File: config.mk
export PLATFORM = sky130hd
export DESIGN_NAME = dsi_long_packetizer_flat
export DESIGN_NICKNAME = d
export VERILOG_FILES = /design/src/rtl/dsi_long_packetizer_if.sv /design/src/rtl/dsi_long_packetizer.sv /design/src/flat_wrapper.sv
export SDC_FILE = /design/constraint.sdc
export NUM_CORES = 1
export LEC_CHECK = 0
export BUFFER_PORTS_ARGS = -buffer_cell sky130_fd_sc_hd__buf_2
export CAP_MARGIN = 5
export CELL_PAD_IN_SITES_DETAIL_PLACEMENT = 1
export CELL_PAD_IN_SITES_GLOBAL_PLACEMENT = 1
export CORE_MARGIN = 2
export CORE_UTILIZATION = 35
export DETAILED_ROUTE_END_ITERATION = 10
export PLACE_DENSITY = 0.8
export SYNTH_ARGS = -nofsm -noshare
export SYNTH_HDL_FRONTEND = slang
export SYNTH_SLANG_ARGS = --single-unit
File: constraint.sdc
create_clock -name clk -period 1.6 [get_ports clk]
set_input_delay 0.08 -clock clk [delete_from_list [all_inputs] [get_ports clk]]
set_output_delay 0.08 -clock clk [all_outputs]
set_load 0.03 [all_outputs]
File: src/rtl/dsi_long_packetizer_if.sv
// Avalon-ST word stream bundle used on both sides of the DSI packetizer.
// master drives the beat; slave returns ready.
`timescale 1ns/1ps
interface dsi_long_packetizer_if;
    logic [31:0] data;
    logic        valid;
    logic        startofpacket;
    logic        endofpacket;
    logic [1:0]  empty;
    logic        ready;

    modport master (
        output data, valid, startofpacket, endofpacket, empty,
        input  ready
    );

    modport slave (
        input  data, valid, startofpacket, endofpacket,
        output ready
    );
endinterface

File: src/rtl/dsi_long_packetizer.sv
// Wraps packed pixel words into DSI long packets (DT 0x3E), one per line, plus VSS per frame.
// Payload CRC is generated only when DSI_PAYLOAD_CRC_EN is defined; otherwise the footer is zero.
`timescale 1ns/1ps
module dsi_long_packetizer #(
    parameter int         LINE_BYTES = 1440,
    parameter logic [1:0] VC         = 2'd0
) (
    input  logic                         clk,
    input  logic                         rst_n,
    dsi_long_packetizer_if.slave         in_avl_st,
    dsi_long_packetizer_if.master        out_avl_st,
    output logic [1:0]                   err_flags
);

    localparam int LW = LINE_BYTES / 4;
    localparam int CW = $clog2(LW) + 1;
    localparam logic [CW-1:0] LAST = CW'(LW - 1);
    localparam logic [15:0]   WC   = 16'(LINE_BYTES);

    function automatic logic [7:0] ecc(input logic [23:0] d);
        logic [5:0] p;
        p[0] = d[0]^d[1]^d[2]^d[4]^d[5]^d[7]^d[10]^d[11]^d[13]
             ^ d[16]^d[20]^d[21]^d[22]^d[23];
        p[1] = d[0]^d[1]^d[3]^d[4]^d[6]^d[8]^d[10]^d[12]^d[14]
             ^ d[17]^d[20]^d[21]^d[22]^d[23];
        p[2] = d[0]^d[2]^d[3]^d[5]^d[6]^d[9]^d[11]^d[12]^d[15]
             ^ d[18]^d[20]^d[21]^d[22];
        p[3] = d[1]^d[2]^d[3]^d[7]^d[8]^d[9]^d[13]^d[14]^d[15]
             ^ d[19]^d[20]^d[21]^d[23];
        p[4] = d[4]^d[5]^d[6]^d[7]^d[8]^d[9]^d[16]^d[17]^d[18]
             ^ d[19]^d[20]^d[22]^d[23];
        p[5] = d[10]^d[11]^d[12]^d[13]^d[14]^d[15]^d[16]^d[17]
             ^ d[18]^d[19]^d[21]^d[22]^d[23];
        return {2'b00, p};
    endfunction

    localparam logic [23:0] VSS_H = {16'h0000, VC, 6'h01};
    localparam logic [23:0] HDR_H = {WC, VC, 6'h3E};
    localparam logic [31:0] VSS_W = {ecc(VSS_H), VSS_H};
    localparam logic [31:0] HDR_W = {ecc(HDR_H), HDR_H};

    typedef enum logic [2:0] {
        S_IDLE, S_VSS, S_HDR, S_PAY, S_PAD, S_CRC
    } state_t;

    state_t         state_q, state_d;
    logic [CW-1:0]  cnt_q, cnt_d;
    logic           fend_q, fend_d;
    logic           first_q, first_d;
    logic [1:0]     err_q, err_d;
    logic           live_q;

    logic [31:0]    odata_q;
    logic           ovalid_q, osop_q, oeop_q;
    logic [1:0]     oempty_q;

    logic           free, in_rdy, accept;
    logic           ld, ld_sop, ld_eop;
    logic [31:0]    ld_data, footer;
    logic [1:0]     ld_empty;

`ifdef DSI_PAYLOAD_CRC_EN
    logic [15:0] crc_q, crc_d;

    // Reflected CCITT, data bits shifted in from bit 0 (byte 0 LSB first)
    function automatic logic [15:0] crc_step(
        input logic [15:0] c,
        input logic [31:0] d
    );
        logic [15:0] r;
        r = c;
        for (int i = 0; i < 32; i++)
            r = (r >> 1) ^ ((r[0] ^ d[i]) ? 16'h8408 : 16'h0000);
        return r;
    endfunction

    always_comb begin
        crc_d = crc_q;
        if (ld && state_q == S_HDR)
            crc_d = 16'hFFFF;
        else if (ld && (state_q == S_PAY || state_q == S_PAD))
            crc_d = crc_step(crc_q, ld_data);
    end

    always_ff @(posedge clk or negedge rst_n) begin
        if (!rst_n) crc_q <= 16'hFFFF;
        else        crc_q <= crc_d;
    end

    assign footer = {16'h0000, crc_q};
`else
    assign footer = 32'h0000_0000;
`endif

    assign free   = ~ovalid_q | out_avl_st.ready;
    assign accept = in_avl_st.valid & in_rdy;

    // IDLE swallows stray non-SOP words; a SOP word waits for PAYLOAD
    always_comb begin
        in_rdy = 1'b0;
        unique case (state_q)
            S_IDLE:  in_rdy = live_q & ~in_avl_st.startofpacket;
            S_PAY:   in_rdy = free;
            default: ;
        endcase
    end

    always_comb begin
        state_d  = state_q;
        cnt_d    = cnt_q;
        fend_d   = fend_q;
        first_d  = first_q;
        err_d    = err_q;
        ld       = 1'b0;
        ld_data  = 32'h0;
        ld_sop   = 1'b0;
        ld_eop   = 1'b0;
        ld_empty = 2'd0;
        unique case (state_q)
            S_IDLE: begin
                if (in_avl_st.valid && in_avl_st.startofpacket) begin
                    state_d = S_VSS;
                    first_d = 1'b1;
                end
            end
            S_VSS: begin
                if (free) begin
                    ld      = 1'b1;
                    ld_data = VSS_W;
                    ld_sop  = 1'b1;
                    ld_eop  = 1'b1;
                    state_d = S_HDR;
                end
            end
            S_HDR: begin
                if (free) begin
                    ld      = 1'b1;
                    ld_data = HDR_W;
                    ld_sop  = 1'b1;
                    cnt_d   = '0;
                    fend_d  = 1'b0;
                    state_d = S_PAY;
                end
            end
            S_PAY: begin
                if (accept) begin
                    ld      = 1'b1;
                    ld_data = in_avl_st.data;
                    cnt_d   = cnt_q + CW'(1);
                    first_d = 1'b0;
                    if (in_avl_st.startofpacket && !first_q)
                        err_d[1] = 1'b1;
                    if (cnt_q == LAST) begin
                        fend_d  = in_avl_st.endofpacket;
                        state_d = S_CRC;
                    end else if (in_avl_st.endofpacket) begin
                        err_d[0] = 1'b1;
                        fend_d   = 1'b1;
                        state_d  = S_PAD;
                    end
                end
            end
            S_PAD: begin
                if (free) begin
                    ld    = 1'b1;
                    cnt_d = cnt_q + CW'(1);
                    if (cnt_q == LAST) state_d = S_CRC;
                end
            end
            S_CRC: begin
                if (free) begin
                    ld       = 1'b1;
                    ld_data  = footer;
                    ld_eop   = 1'b1;
                    ld_empty = 2'd2;
                    state_d  = fend_q ? S_IDLE : S_HDR;
                end
            end
            default: state_d = S_IDLE;
        endcase
    end

    always_ff @(posedge clk or negedge rst_n) begin
        if (!rst_n) begin
            state_q <= S_IDLE;
            cnt_q   <= '0;
            fend_q  <= 1'b0;
            first_q <= 1'b0;
            err_q   <= 2'b00;
            live_q  <= 1'b0;
        end else begin
            state_q <= state_d;
            cnt_q   <= cnt_d;
            fend_q  <= fend_d;
            first_q <= first_d;
            err_q   <= err_d;
            live_q  <= 1'b1;
        end
    end

    always_ff @(posedge clk or negedge rst_n) begin
        if (!rst_n) begin
            odata_q  <= 32'h0;
            ovalid_q <= 1'b0;
            osop_q   <= 1'b0;
            oeop_q   <= 1'b0;
            oempty_q <= 2'd0;
        end else if (ld) begin
            odata_q  <= ld_data;
            ovalid_q <= 1'b1;
            osop_q   <= ld_sop;
            oeop_q   <= ld_eop;
            oempty_q <= ld_empty;
        end else if (free) begin
            ovalid_q <= 1'b0;
        end
    end

    assign in_avl_st.ready            = in_rdy;
    assign out_avl_st.data            = odata_q;
    assign out_avl_st.valid           = ovalid_q;
    assign out_avl_st.startofpacket   = osop_q;
    assign out_avl_st.endofpacket     = oeop_q;
    assign out_avl_st.empty           = oempty_q;
    assign err_flags                  = err_q;

endmodule
File: src/flat_wrapper.sv
// flat-port wrapper written by rule: the top's interface ports become plain ports
module dsi_long_packetizer_flat 
#(
    parameter int         LINE_BYTES = 1440,
    parameter logic [1:0] VC         = 2'd0
)
  (clk, rst_n, err_flags, in_avl_st_data, in_avl_st_valid, in_avl_st_startofpacket, in_avl_st_endofpacket, in_avl_st_ready, out_avl_st_data, out_avl_st_valid, out_avl_st_startofpacket, out_avl_st_endofpacket, out_avl_st_empty, out_avl_st_ready);
  dsi_long_packetizer_if in_avl_st_i ();
  dsi_long_packetizer_if out_avl_st_i ();
  input  logic clk;
  input  logic rst_n;
  output logic [1:0] err_flags;
  input wire logic [$bits(in_avl_st_i.data)-1:0] in_avl_st_data;
  input wire logic [$bits(in_avl_st_i.valid)-1:0] in_avl_st_valid;
  input wire logic [$bits(in_avl_st_i.startofpacket)-1:0] in_avl_st_startofpacket;
  input wire logic [$bits(in_avl_st_i.endofpacket)-1:0] in_avl_st_endofpacket;
  output wire logic [$bits(in_avl_st_i.ready)-1:0] in_avl_st_ready;
  output wire logic [$bits(out_avl_st_i.data)-1:0] out_avl_st_data;
  output wire logic [$bits(out_avl_st_i.valid)-1:0] out_avl_st_valid;
  output wire logic [$bits(out_avl_st_i.startofpacket)-1:0] out_avl_st_startofpacket;
  output wire logic [$bits(out_avl_st_i.endofpacket)-1:0] out_avl_st_endofpacket;
  output wire logic [$bits(out_avl_st_i.empty)-1:0] out_avl_st_empty;
  input wire logic [$bits(out_avl_st_i.ready)-1:0] out_avl_st_ready;
  assign in_avl_st_i.data = in_avl_st_data;
  assign in_avl_st_i.valid = in_avl_st_valid;
  assign in_avl_st_i.startofpacket = in_avl_st_startofpacket;
  assign in_avl_st_i.endofpacket = in_avl_st_endofpacket;
  assign in_avl_st_ready = in_avl_st_i.ready;
  assign out_avl_st_data = out_avl_st_i.data;
  assign out_avl_st_valid = out_avl_st_i.valid;
  assign out_avl_st_startofpacket = out_avl_st_i.startofpacket;
  assign out_avl_st_endofpacket = out_avl_st_i.endofpacket;
  assign out_avl_st_empty = out_avl_st_i.empty;
  assign out_avl_st_i.ready = out_avl_st_ready;
  dsi_long_packetizer #(.LINE_BYTES(LINE_BYTES), .VC(VC)) u_core (.clk(clk), .rst_n(rst_n), .in_avl_st(in_avl_st_i), .out_avl_st(out_avl_st_i), .err_flags(err_flags));
endmodule
==> Flow_metrics.wiki, run 1 <==
{| class="wikitable"
! Metric !! Value
|-
| Syn_nets || about 240
|-
| Aggregate global routing overflow || 0
|-
| Count of non-filler cells in the finished layout || 413
|-
| Layout overhead on the synthesized area || 54.6%
|-
| # clock sinks || 54
|-
| Top library cells by usage in the layout, fill and taps aside || 75 x sky130_fd_sc_hd__buf_2, 50 x sky130_fd_sc_hd__dfrtp_1, 29 x sky130_fd_sc_hd__dlygate4sd3_1
|-
| Minimum hold slack || 0.00546 ns
|-
| Antenna cells || 0
|-
| Net count reported at finish || 371
|-
| Wire length per cell after detailed routing || 19.7 um
|-
| Critical path cell sequence || nand3_1, or3_4, or4_4, a21oi_2
|-
| Placer Congestion || 0.848
|-
| Starting utilization of the core area || a little over a third
|-
| Cell internal pwr || roughly 4 mW
|-
| Clock buffer count from CTS || 5
|-
| Number of flip-flops and latches in the synthesized netlist || 54
|-
| Sequential cell fraction of total power || 30.3%
|-
| Number of H-tree levels || 2
|-
| Core Box Area || 6680 um^2
|-
| Async set-or-reset flop fraction in the synthesized netlist || 100%
|-
| Clock Tree Root || sky130_fd_sc_hd__clkbuf_8
|-
| Number of enable-type register cells in the synthesized netlist || 0
|-
| Share of synthesized area occupied by flip-flops and latches || 56.7%
|-
| Leading cell types by total area after synthesis || sky130_fd_sc_hd__dfrtp_1 57%, sky130_fd_sc_hd__a22o_1 7.3%, sky130_fd_sc_hd__a221o_1 5.9%
|-
| Layout cell share with drive strength beyond 1 || slightly below 50%
|-
| Power share of the combinational group || 55.8%
|-
| Clk network pwr share || 13.8%
|-
| Outcome || finished, violations left
|-
| First-pass GRT wire length || about 12000 um
|-
| Master of the slowest instance on the critical path || sky130_fd_sc_hd__dfrtp_2
|-
| Detailed-placement wirelength estimate || ~4700 um
|-
| Net load switching power || 3.23 mW
|-
| Source-to-sink clock delay at the later pin of the worst-skew pair || 0.32 ns
|-
| Maximum Capacitance Violations || 0
|-
| Pins Over Slew Limit || 0
|-
| Final core utilization || roughly 55%
|-
| Count of pins on the block boundary || 78
|-
| Pin count of the biggest net entering global routing || 55
|-
| Startpoint type of the worst setup path || flop
|-
| Die height || between 80 and 90 um
|-
| Total standard cell area after synthesis || 2380 um^2
|-
| Number of port buffers || 76
|-
| Violation count after the first detailed-route iteration || 126
|-
| Count of cell types in the netlist || 48
|-
| Power density relative to cell area || 1960 nW/um^2
|-
| Initial antenna violation count || 0
|-
| Final Cycle Share || 103%
|-
| Leading cell type in the layout, fill and taps excluded || sky130_fd_sc_hd__buf_2
|-
| Setup repair after global routing missed its margin || true
|-
| Critical path capture point type || flop
|-
| Worst path bufs/invs || 0
|-
| Count of endpoints failing hold in the final timing report || 0
|-
| Total Routing Usage GR || 20.6%
|-
| Die Outline Area || 7490 um^2
|-
| Post-synthesis instance total || about 200
|-
| Synth area leader || sky130_fd_sc_hd__dfrtp_1
|-
| Number of endpoints failing setup at the final stage || 13
|-
| Post-route minimum period || 1.66 ns
|-
| Net switching fraction of the power || 44.6%
|-
| Violations in the final reports || negative setup slack
|-
| Die Wd || just under 90 um
|-
| Synth warn || 0
|-
| Setup Skew || 0.0121 ns
|-
| Post-route DRC || 0
|-
| Crit-path leading delay family || simple AND/OR/NAND/NOR gates
|-
| Via/cell ratio || 5.51
|-
| Static power due to leakage || roughly 1.7 nW
|-
| Overall via count from detail_route || 2277
|-
| Remaining antenna violation count || 0
|-
| Hold crit path type || in2reg
|-
| Cell count after placement || between 300 and 400
|-
| Number of global-route vias before repair || roughly 2500
|-
| Commonest register cell after synthesis || sky130_fd_sc_hd__dfrtp_1
|-
| Avg Inst Size Synth || 11.8 um^2
|-
| Area share of the leading cell type in the synthesized netlist || 56.7%
|-
| Crit path setup slack, layout || -0.0555 ns
|-
| Placement row count || 30
|-
| CP required || 1.85 ns
|-
| Fmax || 604 MHz
|-
| Maximum fanout count along the critical path || 5
|-
| Data arrival time of the worst path || approximately 1.9 ns
|-
| CTS tree || done
|-
| Type of the setup path with the least slack || reg2reg
|-
| Clk pin slew, worst setup/hold paths || 0.10 ns
|-
| Final routed wirelength across all metal layers || 8130 um
|-
| CP max stage delay || 0.45 ns
|-
| DRT Pass-1 Iters || 4
|-
| Max Buffers Root-to-Sink || 2
|-
| Worst IR drop on VDD || 783 uV
|}
-- worst paths after layout --
kind                                startpoint                    endpoint  slack, ns  cells past startpoint
hold / removal              in_avl_st_data[27]  u_core.out_avl_st.data[27]      0.005                      2
setup / recovery               u_core.cnt_q[2]             u_core.cnt_q[7]      -0.06                      4
hold reg to reg            u_core.err_flags[0]         u_core.err_flags[0]       0.48                      1
min in group asynchronous                rst_n   u_core.out_avl_st.data[7]       0.31                      3
max in group asynchronous                rst_n           u_core.state_q[1]       1.03                      3
setup reg to reg               u_core.cnt_q[2]             u_core.cnt_q[7]      -0.06                      4
-- power by group through the flow --
| stage | Combinational (mW) | Clock, mW | Sequential, mW |
|---|---|---|---|
| floorplan | 1.44 | 0 | 2.99 |
| global placement | 3.42 | 0 | 2.14 |
| detailed placement | 3.53 | 0 | 2.18 |
| CTS | 3.78 | 1.01 | 2.15 |
| global route | 4.31 | 1.08 | 2.26 |
| finish | 4.04 | 1.00 | 2.20 |
-- kinds of logic (layout without fill, tap and decap cells) --
group / Yosys count / in the layout / synth area share (%)
buf+inv: 18 / 149 / 3.62
xor+xnor: 1 / 1 / 0.367
mux: 3 / 3 / 1.36
other cells: 2 / 2 / 0.315
compound gates: 72 / 72 / 24.1
fa+ha+maj: 1 / 1 / 0.525
flops: 54 / 54 / 56.7
simple gates: 51 / 51 / 13.0
-- layer usage --
metal / share of wire (%) / up-vias / track usage (%) / wire [um]
li1: - / 1039 / - / -
met1: 42 / 1154 / 25.4 / 3440
met2: 52 / 70 / 36.5 / 4240
met3: 3.3 / 14 / 3.52 / 267
met4: 2.2 / 0 / 7.10 / 176
met5: 0 / - / 0 / 0
-- synth_stat cells (3+ instances only) --
| cell | instances |
|---|---|
| sky130_fd_sc_hd__o31ai_1 | 4 |
| sky130_fd_sc_hd__o21ai_0 | 8 |
| sky130_fd_sc_hd__nand2b_1 | 4 |
| sky130_fd_sc_hd__clkbuf_1 | 7 |
| sky130_fd_sc_hd__inv_1 | 3 |
| sky130_fd_sc_hd__a22o_1 | 20 |
| sky130_fd_sc_hd__nand2_1 | 7 |
| sky130_fd_sc_hd__or4_1 | 4 |
| sky130_fd_sc_hd__a211o_1 | 3 |
| sky130_fd_sc_hd__a21oi_1 | 9 |
| sky130_fd_sc_hd__nand3_1 | 8 |
| sky130_fd_sc_hd__nor2b_1 | 3 |
| sky130_fd_sc_hd__dfrtp_1 | 54 |
| sky130_fd_sc_hd__nor2_1 | 6 |
| sky130_fd_sc_hd__buf_2 | 6 |
| sky130_fd_sc_hd__a221o_1 | 14 |
-- final cells by class --
class,instances,area [um^2]
fill,703,2990
sequential,54,1360
multi-input combinational,130,1120
timing repair buffer,138,977
tap,80,100
clock buffer,6,82.6
clock inverter,2,38.8
inverter,3,11.3
-- registers in the layout, indices dropped and copies added, names as in the netlist --
signal and flops:
u_core.state_q 3, u_core.live_q 1, u_core.out_avl_st.startofpacket 1, u_core.fend_q 1, u_core.first_q 1, u_core.out_avl_st.valid 1
u_core.out_avl_st.empty 1, u_core.cnt_q 10, u_core.out_avl_st.endofpacket 1, u_core.err_flags 2, u_core.out_avl_st.data 32
-- per-stage QoR --
step           setup slack, ns  instance area, um^2  total power, mW  TNS (ns)
4_1_cts                -0.0345                 3510             6.94   -0.0826
2_1_floorplan          -0.0916                 2390             4.43    -0.377
5_1_grt                -0.0860                 3690             7.64     -1.06
6_report               -0.0555                 3690             7.24    -0.181
3_3_place_gp          -0.00791                 3020             5.56  -0.00791
3_5_place_dp           -0.0947                 3020             5.71    -0.734
-- repair_timing --
| action | 4_1_cts | 5_1_grt |
|---|---|---|
| buffers inserted | 3 | 5 |
| hold buffers | 29 | 0 |
| endpoints found under the hold margin | 82 | 0 |
| setup endpoints to repair | 41 | 28 |
| gates cloned | 1 | 0 |
| pin swaps | 4 | 12 |
| resized for setup | 16 | 36 |
No activity file was read; power rests on OpenSTA's default activity.
==> inputs of run 2 (changes only) <==
- CELL_PAD_IN_SITES_GLOBAL_PLACEMENT: 1 -> 2
- CORE_UTILIZATION: 35 -> 28
- CTS_CLUSTER_DIAMETER: default -> 60
- PLACE_DENSITY: 0.8 -> 0.79
==> run 2 against run 1 <==
Net effect:
- the run still ends with negative setup slack left
- largest power group unchanged
- power grew 2.0%
- non-clock buffer count is the same
- worst setup slack is essentially flat
- largest cell class unchanged
==> Flow_metrics.wiki, run 2 (synthesis results as in run 1) <==
{| class="wikitable"
! Metric !! Value
|-
| Outcome || finished, violations left
|-
| Violations in the final reports || negative setup slack
|-
| Number of endpoints failing setup at the final stage || 6
|-
| Clock buffer count from CTS || 5
|-
| R2r setup slk || -0.06 ns
|-
| Net load switching power || 3.26 mW
|-
| Count of non-filler cells in the finished layout || 438
|-
| Setup repair after global routing missed its margin || true
|-
| Pin count of the biggest net entering global routing || 55
|-
| Net switching fraction of the power || 44.1%
|-
| Max reg flops || 32
|-
| Launching instance or port of the critical path || u_core.cnt_q[1]
|-
| Post-route DRC || 0
|-
| Power density relative to cell area || 1990 nW/um^2
|-
| Cell area after placement || just over 3000 um^2
|-
| Cell internal pwr || 4.13 mW
|-
| Critical path capture point type || flop
|-
| Crit path setup slack, layout || -0.0560 ns
|-
| Final Cycle Share || 103%
|-
| Sequential cell fraction of total power || between 20 and 30%
|-
| Net count reported at finish || 371
|-
| Clock Tree Root || sky130_fd_sc_hd__clkbuf_8
|-
| Setup Skew || about 0.007 ns
|-
| Core Box Area || 8220 um^2
|-
| Max Buffers Root-to-Sink || 2
|-
| Reg-to-Reg Start || u_core.cnt_q[1]
|-
| Violation count after the first detailed-route iteration || ~110
|-
| Die Wd || about 96 um
|-
| Maximum fanout count along the critical path || 4
|-
| Die Outline Area || approximately 9300 um^2
|-
| Layout filler cell count || between 900 and 1000
|-
| Maximum Capacitance Violations || 0
|-
| Count of endpoints failing hold in the final timing report || 0
|-
| Number of H-tree levels || 2
|-
| DRT Pass-1 Iters || 4
|-
| Worst IR drop on VDD || 863 uV
|-
| First-pass GRT wire length || between 10000 and 15000 um
|-
| Total Routing Usage GR || between 10% and 20%
|-
| Startpoint type of the worst setup path || flop
|-
| Final core utilization || 45.1%
|-
| Minimum hold slack || around 0.0082 ns
|-
| Startpoint of the most critical hold path || in_avl_st_data[13]
|-
| Source-to-sink clock delay at the later pin of the worst-skew pair || ~0.3 ns
|-
| Layout cell share with drive strength beyond 1 || 51.1%
|-
| Cell count after placement || around 400
|-
| Remaining antenna violation count || 0
|-
| Routed metal-1 wirelength || 3250 um
|-
| Leading cell type in the layout, fill and taps excluded || sky130_fd_sc_hd__buf_2
|-
| Static power due to leakage || roughly 1.8 nW
|-
| Post-Place Setup Slack || -0.0603 ns
|-
| Number of global-route vias before repair || 2224
|-
| Met3 layer wire length in the routed design || 363 um
|-
| Worst-case hold path end point || u_core.out_avl_st.data[13]
|-
| Cell depth of the worst hold path || 2
|-
| Antenna cells || 0
|-
| Placer Congestion || a little over 0.8
|-
| Highest signal layer in the routed design || met4
|-
| Wire length per cell after detailed routing || 17.6 um
|-
| Via/cell ratio || 5.09
|-
| Layout overhead on the synthesized area || 55.4%
|-
| # clock sinks || 54
|-
| Top library cells by usage in the layout, fill and taps aside || 75 x sky130_fd_sc_hd__buf_2, 52 x sky130_fd_sc_hd__dfrtp_1, 37 x sky130_fd_sc_hd__buf_4
|-
| Pins Over Slew Limit || 0
|-
| Fmax || 604 MHz
|-
| CP required || 1.80 ns
|-
| CTS tree || done
|-
| Placement row count || 33
|-
| Count of pins on the block boundary || 78
|-
| Detailed-placement wirelength estimate || 4790 um
|-
| Die height || 96.3 um
|-
| Power share of the combinational group || 58.1%
|-
| Final design instance area without fill || 3710 um^2
|-
| Hold crit path type || in2reg
|-
| Clk network pwr share || roughly an eighth
|-
| Type of the setup path with the least slack || reg2reg
|-
| Final routed wirelength across all metal layers || 7720 um
|-
| Detail Route met2 WL || 4020 um
|-
| Initial antenna violation count || 0
|-
| Data arrival time of the worst path || 1.85 ns
|-
| Clk pin slew, worst setup/hold paths || ~0.1 ns
|-
| Aggregate global routing overflow || 0
|-
| Post-route minimum period || roughly 1.7 ns
|-
| Starting utilization of the core area || 29.0%
|-
| Number of port buffers || 76
|-
| Count of cells along the worst register-to-register path || 5
|-
| Overall via count from detail_route || ~2200
|-
| Worst reg2reg endpoint || u_core.fend_q
|}
## run 2: cell count changes in the layout (fill, tap and decap cells not counted), sizes merged
cell,delta
buf,+11
dlygate4sd3,-11
clkinv,+1
clkbuf,-1
## run 2: final cells by class
| type | count | area [um^2] | share of cell area [%] |
|---|---|---|---|
| Clock inverter | 3 | 43.8 | 1.18 |
| Clock buffer | 5 | 68.8 | 1.86 |
| Tap cell | 105 | 131 | 3.54 |
| Multi-Input combinational cell | 130 | 1150 | 31.0 |
| Sequential cell | 54 | 1350 | 36.5 |
| Inverter | 3 | 11.3 | 0.304 |
| Timing Repair Buffer | 138 | 950 | 25.6 |
## run 2: power groups by stage
stage | logic [mW] | registers (mW) | clock network (mW)
5_1_grt | 4.58 | 2.24 | 1.01
3_5_place_dp | 3.58 | 2.18 | 0
6_report | 4.29 | 2.17 | 0.929
4_1_cts | 3.83 | 2.15 | 0.963
2_1_floorplan | 1.44 | 2.99 | 0
3_3_place_gp | 3.51 | 2.15 | 0
## run 2: critical path, stage by stage, from the launching register on
cell                       delay (ns)
sky130_fd_sc_hd__dfrtp_1         0.40
sky130_fd_sc_hd__ha_2            0.22
sky130_fd_sc_hd__and4bb_2        0.34
sky130_fd_sc_hd__nand4_1         0.13
sky130_fd_sc_hd__a211o_1         0.28
sky130_fd_sc_hd__a22o_1          0.18
## run 2: what timing repair did
action / 4_1_cts / 5_1_grt
resized for setup: 15 / 37
endpoints found under the setup margin: 42 / 40
endpoints found under the hold margin: 70 / 1
setup buffers: 6 / 10
hold buffers: 17 / 1
pin swaps: 4 / 12
## run 2: through the flow
| step | power, mW | setup TNS, ns |
|---|---|---|
| after global placement | 5.66 | -0.00351 |
| after floorplan | 4.43 | -0.377 |
| after CTS | 6.95 | -0.0223 |
| after detailed placement | 5.76 | -0.690 |
| after global routing | 7.83 | -0.900 |
| final | 7.39 | -0.146 |
## run 2: layer usage
layer | vias up | GRT usage [%]
met4 | 0 | 3.87
met1 | 1133 | 19.6
met3 | 5 | 2.58
met2 | 54 | 27.4
met5 | - | 0
li1 | 1038 | -
## run 2: worst max path at each step
stage / endpoint / cells past startpoint
finish: u_core.fend_q / 5
detailed placement: u_core.out_avl_st.data[27] / 5
CTS: u_core.cnt_q[9] / 4
floorplan: u_core.cnt_q[7] / 5
global route: u_core.fend_q / 5
global placement: u_core.state_q[1] / 5
==> inputs of run 3 (changes only) <==
- BUFFER_PORTS_ARGS: -buffer_cell sky130_fd_sc_hd__buf_2 -> default
- CORE_UTILIZATION: 28 -> 35
- DONT_BUFFER_PORTS: default -> 1
==> run 3 against run 2 <==
Net effect:
- sequential cell count did not move
- register-to-register slack better by 0.04 ns
- first-iteration DRC count shrank 13%
- power decreased by 3.0%
- the flow still finishes with violations (negative setup slack)
==> Flow_metrics.wiki, run 3 (synthesis results as in run 1) <==
{| class="wikitable"
! Metric !! Value
|-
| Setup Skew || 0.0139 ns
|-
| Type of the setup path with the least slack || reg2reg
|-
| Leading cell type in the layout, fill and taps excluded || sky130_fd_sc_hd__dfrtp_1
|-
| Maximum fanout count along the critical path || 8
|-
| Violation count after the first detailed-route iteration || 94
|-
| Static power due to leakage || 1.49 nW
|-
| Max reg flops || 32
|-
| Pin count of the biggest net entering global routing || 55
|-
| Layout overhead on the synthesized area || 46.0%
|-
| Post-Place Setup Slack || -0.145 ns
|-
| CTS tree || done
|-
| Detailed-placement wirelength estimate || 4200 um
|-
| Aggregate global routing overflow || 0
|-
| Placer Congestion || 0.855
|-
| Die height || 86.5 um
|-
| Count of pins on the block boundary || 78
|-
| Critical path capture point type || flop
|-
| Remaining antenna violation count || 0
|-
| Power density relative to cell area || 2060 nW/um^2
|-
| Count of endpoints failing hold in the final timing report || 0
|-
| Placement row count || 30
|-
| Setup repair after global routing missed its margin || true
|-
| Die Wd || 86.5 um
|-
| Number of endpoints failing setup at the final stage || 15
|-
| Via/cell ratio || 5.85
|-
| Critical path cell sequence || buf_6, or2_4, o211ai_4, buf_12, clkbuf_16, a221o_1
|-
| Outcome || finished, violations left
|-
| Final Cycle Share || 101%
|-
| R2r setup slk || -0.01 ns
|-
| Worst reg2reg endpoint || u_core.out_avl_st.data[26]
|-
| Worst IR drop on VDD || 802 uV
|-
| Clock Tree Root || sky130_fd_sc_hd__clkbuf_8
|-
| Post-route minimum period || 1.61 ns
|-
| Count of cells along the worst register-to-register path || 6
|-
| Master of the slowest instance on the critical path || sky130_fd_sc_hd__dfrtp_2
|-
| Pins Over Slew Limit || 0
|-
| Clock buffer count from CTS || 5
|-
| Fmax || 620 MHz
|-
| Layout cell share with drive strength beyond 1 || 33.7%
|-
| Top library cells by usage in the layout, fill and taps aside || 51 x sky130_fd_sc_hd__dfrtp_1, 36 x sky130_fd_sc_hd__dlygate4sd3_1, 26 x sky130_fd_sc_hd__buf_4
|-
| Maximum Capacitance Violations || 0
|-
| Wire length per cell after detailed routing || 22.0 um
|-
| Final routed wirelength across all metal layers || 7710 um
|-
| Overall via count from detail_route || 2049
|-
| CP required || around 1.9 ns
|-
| Violations in the final reports || negative setup slack
|-
| Hold crit path type || in2reg
|-
| Starting utilization of the core area || between 30% and 40%
|-
| Post-route DRC || 0
|-
| Total negative slack || -0.107 ns
|-
| Number of global-route vias before repair || just over 2000
|-
| Initial antenna violation count || 0
|-
| Startpoint of the most critical hold path || in_avl_st_endofpacket
|-
| Number of port buffers || 0
|-
| Clk pin slew, worst setup/hold paths || 0.11 ns
|-
| End point of the critical path || u_core.out_avl_st.data[26]
|-
| Total Routing Usage GR || 18.3%
|-
| Data arrival time of the worst path || between 1.5 and 2 ns
|-
| Net count reported at finish || approximately 310
|-
| Layout filler cell count || 686
|-
| CP max stage delay || 0.50 ns
|-
| Antenna cells || 0
|-
| Reg-to-Reg Start || u_core.state_q[1]
|-
| Source-to-sink clock delay at the later pin of the worst-skew pair || 0.31 ns
|-
| Number of H-tree levels || 2
|-
| DRT Pass-1 Iters || 4
|-
| Max Buffers Root-to-Sink || 2
|-
| Die Outline Area || 7490 um^2
|-
| Crit path setup slack, layout || -0.0125 ns
|-
| First-pass GRT wire length || 10800 um
|-
| # clock sinks || 54
|-
| Cell depth of the worst hold path || 2
|-
| Core Box Area || 6680 um^2
|-
| Launching instance or port of the critical path || u_core.state_q[1]
|-
| Startpoint type of the worst setup path || flop
|}
-- run 3: cell count changes in the layout (fill, tap and decap cells not counted), moves of 2 or more --
cell,before,now
sky130_fd_sc_hd__dlygate4sd3_1,18,36
sky130_fd_sc_hd__buf_2,75,1
sky130_fd_sc_hd__buf_4,37,26
sky130_fd_sc_hd__nand3_1,8,6
sky130_fd_sc_hd__nor2_2,0,2
sky130_fd_sc_hd__clkbuf_16,0,2
sky130_fd_sc_hd__nand3_2,0,2
sky130_fd_sc_hd__clkinv_4,0,2
-- run 3: area by class of cell --
type | count | area, um^2 | share of cell area (%)
sequential | 54 | 1360 | 38.9
clock inverter | 3 | 28.8 | 0.826
inverter | 3 | 11.3 | 0.323
clock buffer | 5 | 68.8 | 1.98
timing repair buffer | 75 | 766 | 22.0
tap | 80 | 100 | 2.87
multi-input combinational | 130 | 1150 | 33.1
-- run 3: worst min-delay path by stage --
stage / slack (ns) / endpoint
after CTS: 0.01 / u_core.state_q[0]
after floorplan: -0.22 / u_core.cnt_q[0]
after global placement: -0.21 / u_core.out_avl_st.data[29]
after global routing: 0.07 / u_core.state_q[0]
after detailed placement: -0.21 / u_core.out_avl_st.data[29]
final: 0.05 / u_core.state_q[0]
-- run 3: critical path, delay by kind of cell (launching register included) --
kind	cells	cell delay, ns
flip-flops	1	0.50
buffers and inverters	3	0.46
AO/OA/AOI/OAI	2	0.36
AND/OR/NAND/NOR	1	0.25
-- run 3: where the power goes --
part / leakage, nW / switching (mW) / internal, mW / total [mW]
sequential: 0.692 / 1.25 / 1.86 / 3.11
clock: 0.0502 / 0.498 / 0.326 / 0.824
combinational: 0.751 / 1.57 / 1.66 / 3.24
-- run 3: stage by stage --
step / hold slack [ns] / instance area (um^2) / std cells / utilization (%) / power, mW
after floorplan: -0.216 / 2390 / 202 / - / 4.43
after global placement: -0.215 / 2650 / 294 / 39.6 / 5.25
after detailed placement: -0.215 / 2650 / 294 / 39.6 / 5.33
after CTS: 0.0122 / 3170 / 340 / 47.5 / 6.35
after global routing: 0.0679 / 3480 / 350 / 52.1 / 7.52
final: 0.0547 / 3480 / 350 / 52.1 / 7.17
-- run 3: per-layer routing --
layer | up-vias | share of wire, % | GRT usage, % | wire length [um]
li1 | 915 | - | - | -
met3 | 10 | 4.0 | 3.24 | 309
met4 | 0 | 1.2 | 3.41 | 91
met2 | 58 | 53 | 31.6 | 4120
met1 | 1066 | 41 | 24.5 | 3200
met5 | - | 0 | 0 | 0
-- run 3: timing repair --
item,in CTS,in global routing
endpoints found under the hold margin,89,1
pin swaps,0,36
setup buffers,2,6
gates cloned,0,4
hold buffers,36,1
resized for setup,8,44
endpoints found under the setup margin,18,51
